## src/rtl/rtc_pkg.sv

```systemverilog
// rtl/rtc_pkg.sv - shared RTC field types, BCD helpers and per-field bounds
package rtc_pkg;

  typedef enum logic [1:0] {
    ST_IDLE = 2'd0,
    ST_LOCK = 2'd1,
    ST_HOLD = 2'd2,
    ST_RPT  = 2'd3
  } estado_t;

  localparam logic [7:0] SEG_MIN  = 8'h00;
  localparam logic [7:0] SEG_MAX  = 8'h59;
  localparam logic [7:0] MIN_MIN  = 8'h00;
  localparam logic [7:0] MIN_MAX  = 8'h59;
  localparam logic [7:0] HORA_MIN = 8'h00;
  localparam logic [7:0] HORA_MAX = 8'h23;
  localparam logic [7:0] DIA_MIN  = 8'h01;
  localparam logic [7:0] DIA_MAX  = 8'h31;
  localparam logic [7:0] MES_MIN  = 8'h01;
  localparam logic [7:0] MES_MAX  = 8'h12;
  localparam logic [7:0] ANO_MIN  = 8'h00;
  localparam logic [7:0] ANO_MAX  = 8'h99;

  // Only the low 'digits' nibbles are examined; up to 8 digits supported.
  function automatic logic bcd_valido(input logic [31:0] v, input int unsigned digits);
    logic ok;
    ok = 1'b1;
    for (int i = 0; i < 8; i++) begin
      if (i < int'(digits) && v[4*i +: 4] > 4'd9) ok = 1'b0;
    end
    return ok;
  endfunction

  // Packed BCD orders like binary when every nibble is valid.
  function automatic logic bcd_en_rango(input logic [31:0] v, input logic [31:0] lo,
                                        input logic [31:0] hi);
    return (v >= lo) && (v <= hi);
  endfunction

endpackage

```

## src/rtl/bcd_paso_wrap.sv

```systemverilog
// rtl/bcd_paso_wrap.sv - combinational BCD increment/decrement with MIN/MAX wrap
module bcd_paso_wrap
  import rtc_pkg::*;
#(
  parameter int unsigned           DIGITS  = 2,
  parameter logic [4*DIGITS-1:0]   MIN_VAL = '0,
  parameter logic [4*DIGITS-1:0]   MAX_VAL = {DIGITS{4'h9}}
) (
  input  logic [4*DIGITS-1:0] valor_i,
  input  logic                subir_i,
  output logic [4*DIGITS-1:0] valor_o,
  output logic                acarreo_o
);

  logic       fuera;
  logic       c;
  logic [3:0] nib;

  assign fuera = !(bcd_valido(32'(valor_i), DIGITS) &&
                   bcd_en_rango(32'(valor_i), 32'(MIN_VAL), 32'(MAX_VAL)));

  always_comb begin
    valor_o   = valor_i;
    acarreo_o = 1'b0;
    c         = 1'b1;
    nib       = 4'd0;
    // A corrupted value recovers to the bound in the step direction, no wrap flag.
    if (fuera) begin
      valor_o = subir_i ? MIN_VAL : MAX_VAL;
    end else if (subir_i && valor_i == MAX_VAL) begin
      valor_o   = MIN_VAL;
      acarreo_o = 1'b1;
    end else if (!subir_i && valor_i == MIN_VAL) begin
      valor_o   = MAX_VAL;
      acarreo_o = 1'b1;
    end else begin
      for (int i = 0; i < int'(DIGITS); i++) begin
        nib = valor_i[4*i +: 4];
        if (c) begin
          if (subir_i) begin
            if (nib == 4'd9) begin
              valor_o[4*i +: 4] = 4'd0;
            end else begin
              valor_o[4*i +: 4] = nib + 4'd1;
              c = 1'b0;
            end
          end else begin
            if (nib == 4'd0) begin
              valor_o[4*i +: 4] = 4'd9;
            end else begin
              valor_o[4*i +: 4] = nib - 4'd1;
              c = 1'b0;
            end
          end
        end
      end
    end
  end

endmodule

```

## src/rtl/reg_bcd_campo.sv

```systemverilog
// rtl/reg_bcd_campo.sv - bounded BCD time/date field with load, step, lockout and auto-repeat
module reg_bcd_campo
  import rtc_pkg::*;
#(
  parameter int unsigned         DIGITS        = 2,
  parameter logic [4*DIGITS-1:0] MIN_VAL       = '0,
  parameter logic [4*DIGITS-1:0] MAX_VAL       = {DIGITS{4'h9}},
  parameter int unsigned         LOCK_CYCLES   = 1048576,
  parameter int unsigned         REPEAT_DELAY  = 0,
  parameter int unsigned         REPEAT_PERIOD = 262144
) (
  input  logic                CLK,
  input  logic                RST,
  input  logic                UP,
  input  logic                DOWN,
  input  logic                Modificando,
  input  logic                Actualizar,
  input  logic [4*DIGITS-1:0] DATA_in,
  output logic [4*DIGITS-1:0] DATA_out,
  output logic                CAMBIO,
  output logic                ACARREO,
  output logic                ERROR_CARGA
);

  localparam int unsigned W     = 4 * DIGITS;
  localparam int unsigned MAX_A = (LOCK_CYCLES > REPEAT_DELAY) ? LOCK_CYCLES : REPEAT_DELAY;
  localparam int unsigned MAX_C = (MAX_A > REPEAT_PERIOD) ? MAX_A : REPEAT_PERIOD;
  localparam int unsigned CW    = $clog2(MAX_C) + 1;

  localparam logic [CW-1:0] LOCK_LAST   = CW'(LOCK_CYCLES - 1);
  localparam logic [CW-1:0] DELAY_LAST  = (REPEAT_DELAY == 0) ? '0 : CW'(REPEAT_DELAY - 1);
  localparam logic [CW-1:0] PERIOD_LAST = CW'(REPEAT_PERIOD - 1);

  estado_t       estado_q, estado_d;
  logic [CW-1:0] cnt_q, cnt_d;
  logic          dir_q, dir_d;
  logic [W-1:0]  data_q, data_d;
  logic          cambio_q, cambio_d;
  logic          acarreo_q, acarreo_d;
  logic          error_q, error_d;

  logic          paso;
  logic          tecla;
  logic          dir_paso;
  logic          carga_ok;
  logic [W-1:0]  sig_valor;
  logic          sig_wrap;

  // The first step of a press uses the live key; later steps the latched one.
  assign dir_paso = (estado_q == ST_IDLE) ? UP : dir_q;
  assign tecla    = dir_q ? UP : DOWN;
  assign carga_ok = bcd_valido(32'(DATA_in), DIGITS) &&
                    bcd_en_rango(32'(DATA_in), 32'(MIN_VAL), 32'(MAX_VAL));

  bcd_paso_wrap #(
    .DIGITS  (DIGITS),
    .MIN_VAL (MIN_VAL),
    .MAX_VAL (MAX_VAL)
  ) u_paso (
    .valor_i   (data_q),
    .subir_i   (dir_paso),
    .valor_o   (sig_valor),
    .acarreo_o (sig_wrap)
  );

  always_comb begin
    estado_d  = estado_q;
    cnt_d     = cnt_q;
    dir_d     = dir_q;
    data_d    = data_q;
    cambio_d  = 1'b0;
    acarreo_d = 1'b0;
    error_d   = 1'b0;
    paso      = 1'b0;
    if (!Modificando) begin
      estado_d = ST_IDLE;
      cnt_d    = '0;
      if (Actualizar) begin
        if (carga_ok) begin
          data_d = DATA_in;
        end else begin
          data_d  = MIN_VAL;
          error_d = 1'b1;
        end
      end
    end else begin
      case (estado_q)
        ST_IDLE: begin
          if (UP || DOWN) begin
            paso     = 1'b1;
            dir_d    = UP;
            cnt_d    = '0;
            estado_d = ST_LOCK;
          end
        end
        ST_LOCK: begin
          if (cnt_q == LOCK_LAST) begin
            cnt_d    = '0;
            estado_d = tecla ? ST_HOLD : ST_IDLE;
          end else begin
            cnt_d = cnt_q + 1'b1;
          end
        end
        ST_HOLD: begin
          if (!tecla) begin
            cnt_d    = '0;
            estado_d = ST_IDLE;
          end else if (REPEAT_DELAY != 0) begin
            if (cnt_q == DELAY_LAST) begin
              paso     = 1'b1;
              cnt_d    = '0;
              estado_d = ST_RPT;
            end else begin
              cnt_d = cnt_q + 1'b1;
            end
          end
        end
        ST_RPT: begin
          if (!tecla) begin
            cnt_d    = '0;
            estado_d = ST_IDLE;
          end else if (cnt_q == PERIOD_LAST) begin
            paso  = 1'b1;
            cnt_d = '0;
          end else begin
            cnt_d = cnt_q + 1'b1;
          end
        end
        default: begin
          cnt_d    = '0;
          estado_d = ST_IDLE;
        end
      endcase
    end
    if (paso) begin
      data_d    = sig_valor;
      cambio_d  = 1'b1;
      acarreo_d = sig_wrap;
    end
  end

  always_ff @(posedge CLK) begin
    if (RST) begin
      estado_q  <= ST_IDLE;
      cnt_q     <= '0;
      dir_q     <= 1'b0;
      data_q    <= MIN_VAL;
      cambio_q  <= 1'b0;
      acarreo_q <= 1'b0;
      error_q   <= 1'b0;
    end else begin
      estado_q  <= estado_d;
      cnt_q     <= cnt_d;
      dir_q     <= dir_d;
      data_q    <= data_d;
      cambio_q  <= cambio_d;
      acarreo_q <= acarreo_d;
      error_q   <= error_d;
    end
  end

  assign DATA_out    = data_q;
  assign CAMBIO      = cambio_q;
  assign ACARREO     = acarreo_q;
  assign ERROR_CARGA = error_q;

endmodule

```

## config.mk

```make
export PLATFORM = sky130hd
export DESIGN_NAME = reg_bcd_campo
export DESIGN_NICKNAME = d
export VERILOG_FILES = /design/src/rtl/rtc_pkg.sv /design/src/rtl/bcd_paso_wrap.sv /design/src/rtl/reg_bcd_campo.sv
export SDC_FILE = /design/constraint.sdc
export NUM_CORES = 1
export LEC_CHECK = 0
export ABC_AREA = 1
export CORE_AREA = 2 2 87 89
export CTS_CLUSTER_DIAMETER = 120
export DETAILED_ROUTE_END_ITERATION = 10
export DIE_AREA = 0 0 89 91
export PLACE_DENSITY_LB_ADDON = 0.08
export SLEW_MARGIN = 20
export SYNTH_ARGS = -nofsm -noshare
export SYNTH_HDL_FRONTEND = slang
export SYNTH_HIERARCHICAL = 1
export SYNTH_SLANG_ARGS = --single-unit
```

## constraint.sdc

```tcl
create_clock -name CLK -period 2.15 [get_ports CLK]
set_clock_uncertainty 0.1 [all_clocks]
set_input_delay 0.3225 -clock CLK [delete_from_list [all_inputs] [get_ports CLK]]
set_output_delay 0.3225 -clock CLK [all_outputs]
set_load 0.01 [all_outputs]
```

==> metrics.txt, run 1 <==
vias in the first global route about 2400; First-pass DRT Iterations 4; CTS root buffer clkbuf_8; Detailed Place HPWL 4600 um; Setup WS post-layout between 150 and 200 ps; final wirelength 6040 um; Compound-Gate Fraction of Synth Area 0.102; area leader, netlist dfxtp_1; Crit Path Category register to register; vias per cell 4.62; CTS tree yes; mux contribution to synthesized area 0; row count 31; number of remaining DRC errors 0; dpl cells around 530; top cell type's share of synthesized area 0.284; CTS H-tree depth 2; Int Power 1200 uW; vias 2488; CP max stage delay approximately 360 ps; Starting Density 0.345; Hold Violations, Final 0; Synth area leaders dfxtp_1 (28%), nand2_1 (15%), nor2_1 (9.0%); die width 89 um; Switch Pwr about 640 uW; CTS Hold Bufs 0; Hold Crit Class register to register; Worst Path Arrival between 2000 and 2500 ps; crit start category register; DRT antenna net count 0; Avg WL per Cell about 11 um; Non-Filler Instances 539; gr usage total 0.162; CP Max Fanout 7; Vert. Die Dim 91 um; Netlist cell types 35; I/O pin count 25; port bufs 24; fillcell total 788; share of cells above drive strength 1 0.150; Slowest cell on crit path dfxtp_2; depth of the worst register-to-register path 15; Final setup viols 0; synth cell count leaders nand2_1 (99), nor2_1 (59), inv_1 (52), dfxtp_1 (35), nand3_1 (25); multi-input logic area 1510 um2; Mapped Cells around 400; Placed Instance Area about 2900 um2; Synth Area in Simple Gates 0.448; clock sinks 35; hold depth 2; Worst-Skew Late Latency 300 ps; Hold Path Sink cnt_q[20]; Buf+Inv Stages, Crit Path 5; worst-path cell chain inv_1 -> ha_1 -> inv_2 -> nand2_1 -> o21ai_1 -> buf_4 -> buf_12 -> nand2_1 -> o21ai_0 -> nand2_1 -> a21oi_2 -> nand3_1 -> nand2_1 -> inv_1 -> nor2_1; RSZ-0062 raised after global routing yes; post-synthesis adder-cell area fraction 0.0254; synthesis-to-layout area growth 24.5%; core area 7140 um2; Post-synth top flop dfxtp_1; xor-xnor portion of the synthesized cell area 0.0320; antenna violations before repair 0; yosys warns 6; largest net degree at the start of global routing 20; top-count cell post-synth nand2_1; Reg power frac 0.394; total gr overflow 0; hold_ws 386 ps; Final Cell Area 3070 um2; Max-Slew Margin vs Limit 0.721; Reg area 703 um2; sequential share of the synthesized area 0.284; clock share of power 0.287; hold path startpoint cnt_q[20]; Comb power frac 0.320; pre-CTS setup slack -113 ps; Routability Congestion 0.908; status complete, no violations; Mapped Avg Cell Area 6.25 um2; Top cell by count, worst path nand2_1; fin crit share 0.928; Worst setup EP type register; Synthesized Nets 413; Max VDD drop between 200 and 250 uV; Slew @ Worst Pin about 420 ps; CTS max path bufs 2; CP required 2280 ps; Async SR Flop Fraction 0; Slew Limit Fails 0; number of flops mapped to enable cells by yosys 0; Post-Route Utilization 0.430; reg2reg start estado_q[1]; CTS buffer count 5; Reg clk slew, reported paths about 80 ps; sw frac 0.348; pwr dens 599 nW/um2; post-layout min period ~2000 ps; Leakage 0.00138 uW; largest family of logic cells by synthesized area simple AND/OR/NAND/NOR gates; 1st-iter DRT viols 142; n_diodes 0; Max Cap Violations 0; die area 8100 um2; worst r2r dst DATA_out[6]; Mapped Area 2460 um2; CP delay by family, top buffers and inverters; first-pass GRT wire length 10800 um; synthesized flop and latch total 35; Reg2Reg Setup Slack 150 ps; final net count 458; fmax 501 MHz
worst max path at each step:
stage / startpoint / to / slack (ps) / depth (start not counted)
after floorplan: estado_q[0] / DATA_out[7] / 250 / 18
after global placement: UP / DATA_out[6] / -170 / 13
after detailed placement: UP / DATA_out[6] / -110 / 13
after CTS: estado_q[0] / DATA_out[6] / 40 / 15
after global routing: estado_q[1] / DATA_out[6] / -50 / 15
final: estado_q[1] / DATA_out[6] / 150 / 15
power by group through the flow:
| stage | Sequential, uW | Combinational (uW) | Clock, uW |
|---|---|---|---|
| CTS | 723 | 568 | 549 |
| global placement | 738 | 573 | 0 |
| floorplan | 735 | 362 | 0 |
| finish | 724 | 588 | 527 |
| global route | 732 | 665 | 581 |
| detailed placement | 738 | 566 | 0 |
metrics by stage:
stage	power, uW	setup TNS [ps]
floorplan	1100	0
global placement	1310	-420
detailed placement	1300	-268
CTS	1840	0
global route	1980	-60.6
finish	1840	0
layout by cell type (no fill, tap or decap), types with 4 or more instances in the layout:
cell type | Yosys | final
nand3_1 | 25 | 25
inv_1 | 52 | 50
buf_4 | 0 | 20
dfxtp_1 | 35 | 33
nand4_1 | 14 | 14
o21ai_0 | 20 | 19
nand2_1 | 99 | 98
inv_2 | 7 | 9
xnor2_1 | 4 | 4
nand3b_1 | 10 | 10
nor2_1 | 59 | 59
a21oi_1 | 8 | 6
nand2_2 | 6 | 7
nor3_1 | 8 | 8
xor2_1 | 5 | 5
clkdlybuf4s50_1 | 0 | 24
nand2_4 | 4 | 4
clkbuf_8 | 0 | 6
ha_1 | 5 | 5
layer usage:
layer	vias up	GRT usage	part of all wire
li1	1345	-	-
met2	65	0.222	0.39
met4	0	0.0473	0.016
met3	9	0.0364	0.054
met5	-	0	0
met1	1069	0.250	0.54
sequential cells by signal, indices dropped and copies added, names as in the netlist:
signal and flops:
DATA_out 8, cnt_q 21, ERROR_CARGA 1, dir_q 1, CAMBIO 1, estado_q 2, ACARREO 1
worst reg2reg max path, stage by stage (launching register included):
cell and delay (ps):
dfxtp_2 360, inv_1 60, ha_1 200, inv_2 80, nand2_1 50, o21ai_1 90
buf_4 150, buf_12 110, nand2_1 50, o21ai_0 150, nand2_1 100, a21oi_2 160
nand3_1 90, nand2_1 70, inv_1 30, nor2_1 70
what timing repair did:
item | CTS | global route
resized for setup | 0 | 9
setup buffers | 0 | 2
endpoints found under the hold margin | 0 | 0
endpoints found under the setup margin | 0 | 9
final cells by class:
cell class	count	share of cell area
Clock buffer	6	0.0269
Clock inverter	2	0.00530
Inverter	59	0.0722
Multi-Input combinational cell	293	0.492
Sequential cell	35	0.229
Tap cell	99	0.0404
Timing Repair Buffer	45	0.134
logic make-up (layout without fill, tap and decap cells):
logic type               after synthesis  after routing
AO/OA/AOI/OAI                         43             43
XOR/XNOR                               9              9
adder cells (fa/ha/maj)                5              5
buffers and inverters                 66            112
flip-flops                            35             35
AND/OR/NAND/NOR                      236            236
Power figures use the tool's default switching activity.
==> run 2, diff against run 1 <==
--- a/config.mk
+++ b/config.mk
@@ -6,10 +6,9 @@
 export NUM_CORES = 1
 export LEC_CHECK = 0
 export ABC_AREA = 1
-export CORE_AREA = 2 2 87 89
-export CTS_CLUSTER_DIAMETER = 120
+export CORE_AREA = 2 2 69 71
 export DETAILED_ROUTE_END_ITERATION = 10
-export DIE_AREA = 0 0 89 91
+export DIE_AREA = 0 0 71 73
 export PLACE_DENSITY_LB_ADDON = 0.08
 export SLEW_MARGIN = 20
 export SYNTH_ARGS = -nofsm -noshare
==> run 2 against run 1 <==
Compared with the run above:
- via count grew 1.2%
- clock-buffer cell count shrank 1
- routed wire length shrank 6.6%
- critical path type unchanged
- critical endpoint is now DATA_out[7]
==> metrics.txt, run 2 (synthesis gave the netlist of run 1 again) <==
Largest Register cnt_q; core area around 4500 um2; Post-Route Utilization 0.658; final net count 455; commonest non-fill, non-tap cells in the layout nand2_1 (98), nor2_1 (59), inv_1 (50); First-pass DRT Iterations 5; hold depth 2; CP required approximately 2300 ps; I/O pin count 25; critical path depth in cells 17; number of remaining DRC errors 0; setup_tns 0 ps; Reg clk slew, reported paths 80 ps; die width 71 um; Max Cap Violations 0; crit start category register; Hold Violations, Final 0; Final setup viols 0; vias per cell 5.14; antenna violations before repair 0; Slowest cell on crit path dfxtp_2; vias in the first global route 2283; Avg WL per Cell 11.5 um; CTS root buffer clkbuf_8; port bufs 24; Worst Path Arrival about 2100 ps; Max-Slew Margin vs Limit 0.774; reg2reg start estado_q[0]; Crit Path Category register to register; CTS tree yes; Detailed Place HPWL 4250 um; fmax between 500 and 600 MHz; gr usage total 0.233; Routability Congestion 0.882; DRT antenna net count 0; Worst-Skew Late Latency 290 ps; final wirelength 5640 um; most common cell after layout, fill and taps aside nand2_1; largest net degree at the start of global routing 20; n_diodes 0; Leakage about 0.0014 uW; fin crit share 0.896; share of cells above drive strength 1 0.142; synthesis-to-layout area growth 21.1%; total power 1880 uW; status complete, no violations; fillcell total roughly 420; crit path from estado_q[0]; worst-path cell chain inv_1 -> ha_2 -> inv_2 -> o21ai_0 -> buf_4 -> inv_2 -> a21oi_2 -> nand2_1 -> nand2_1 -> nand2_1 -> nand2_1 -> nand2_1 -> nand2_1 -> nand3_1 -> nand2_1 -> inv_1 -> nor2_1; CP Max Fanout 7; vias around 2500; 1st-iter DRT viols about 100; first-pass GRT wire length 9830 um; CP delay by family, top simple AND/OR/NAND/NOR gates; CTS Hold Bufs 0; CTS max path bufs 2; Largest register FFs 21; Top cell by count, worst path nand2_1; Non-Filler Instances 490; Worst setup EP type register; CP max stage delay 340 ps; Slew @ Worst Pin 339 ps; row count 25; Vert. Die Dim 73 um; depth of the worst register-to-register path 17; Final Cell Area 2980 um2; CTS H-tree depth 2; post-layout min period 1930 ps; dpl cells 482; pwr dens between 600 and 700 nW/um2; Starting Density 0.543; die area between 5000 and 6000 um2; Placed Instance Area 2850 um2; clock sinks 35; CTS buffer count 5; hold path startpoint cnt_q[20]; Hold Crit Class register to register; Buf+Inv Stages, Crit Path 5; Max VDD drop between 400 and 500 uV; Slew Limit Fails 0; total gr overflow 0
[run 2: area by class of cell]
class                      instances  area, um2  share of cell area
multi-input combinational        293       1510               0.506
clock buffer                       5       68.8              0.0231
tap                               54       67.6              0.0227
sequential                        35        703               0.236
timing repair buffer              42        375               0.126
clock inverter                     2       37.5              0.0126
inverter                          59        221              0.0742
[run 2: report_power, final]
group / switching, uW / internal [uW] / total (uW)
registers: 49.8 / 677 / 727
logic: 315 / 243 / 558
clock network: 253 / 339 / 592
[run 2: per-layer routing]
metal	GRT usage	vias to the layer above	wire length, um
met2	0.359	65	2450
met4	0.0797	0	53
met1	0.323	1107	2840
li1	-	1341	-
met5	0	-	0
met3	0.0525	4	289
[run 2: what timing repair did]
| item | 4_1_cts | 5_1_grt |
|---|---|---|
| setup endpoints to repair | 0 | 6 |
| gates resized for setup | 0 | 8 |
| hold endpoints to repair | 0 | 0 |
| setup buffers | 0 | 1 |
[run 2: final timing paths]
check | to | slack [ps]
worst max-delay path | DATA_out[7] | 220
worst min-delay path | cnt_q[20] | 380
worst max register to register | DATA_out[7] | 220
worst min register to register | cnt_q[20] | 380
[run 2: worst reg2reg max path, stage by stage (launching register included)]
cell	delay [ps]
dfxtp_2	340
inv_1	80
ha_2	180
inv_2	50
o21ai_0	160
buf_4	170
inv_2	70
a21oi_2	130
nand2_1	60
nand2_1	70
nand2_1	40
nand2_1	60
nand2_1	60
nand2_1	60
nand3_1	70
nand2_1	70
inv_1	40
nor2_1	70
[run 2: stage by stage]
step           hold WS, ps  setup slack [ps]
3_3_place_gp           369              20.7
2_1_floorplan          292               250
5_1_grt                420             -34.3
6_report               380               223
3_5_place_dp           370             -36.3
4_1_cts                382              47.0
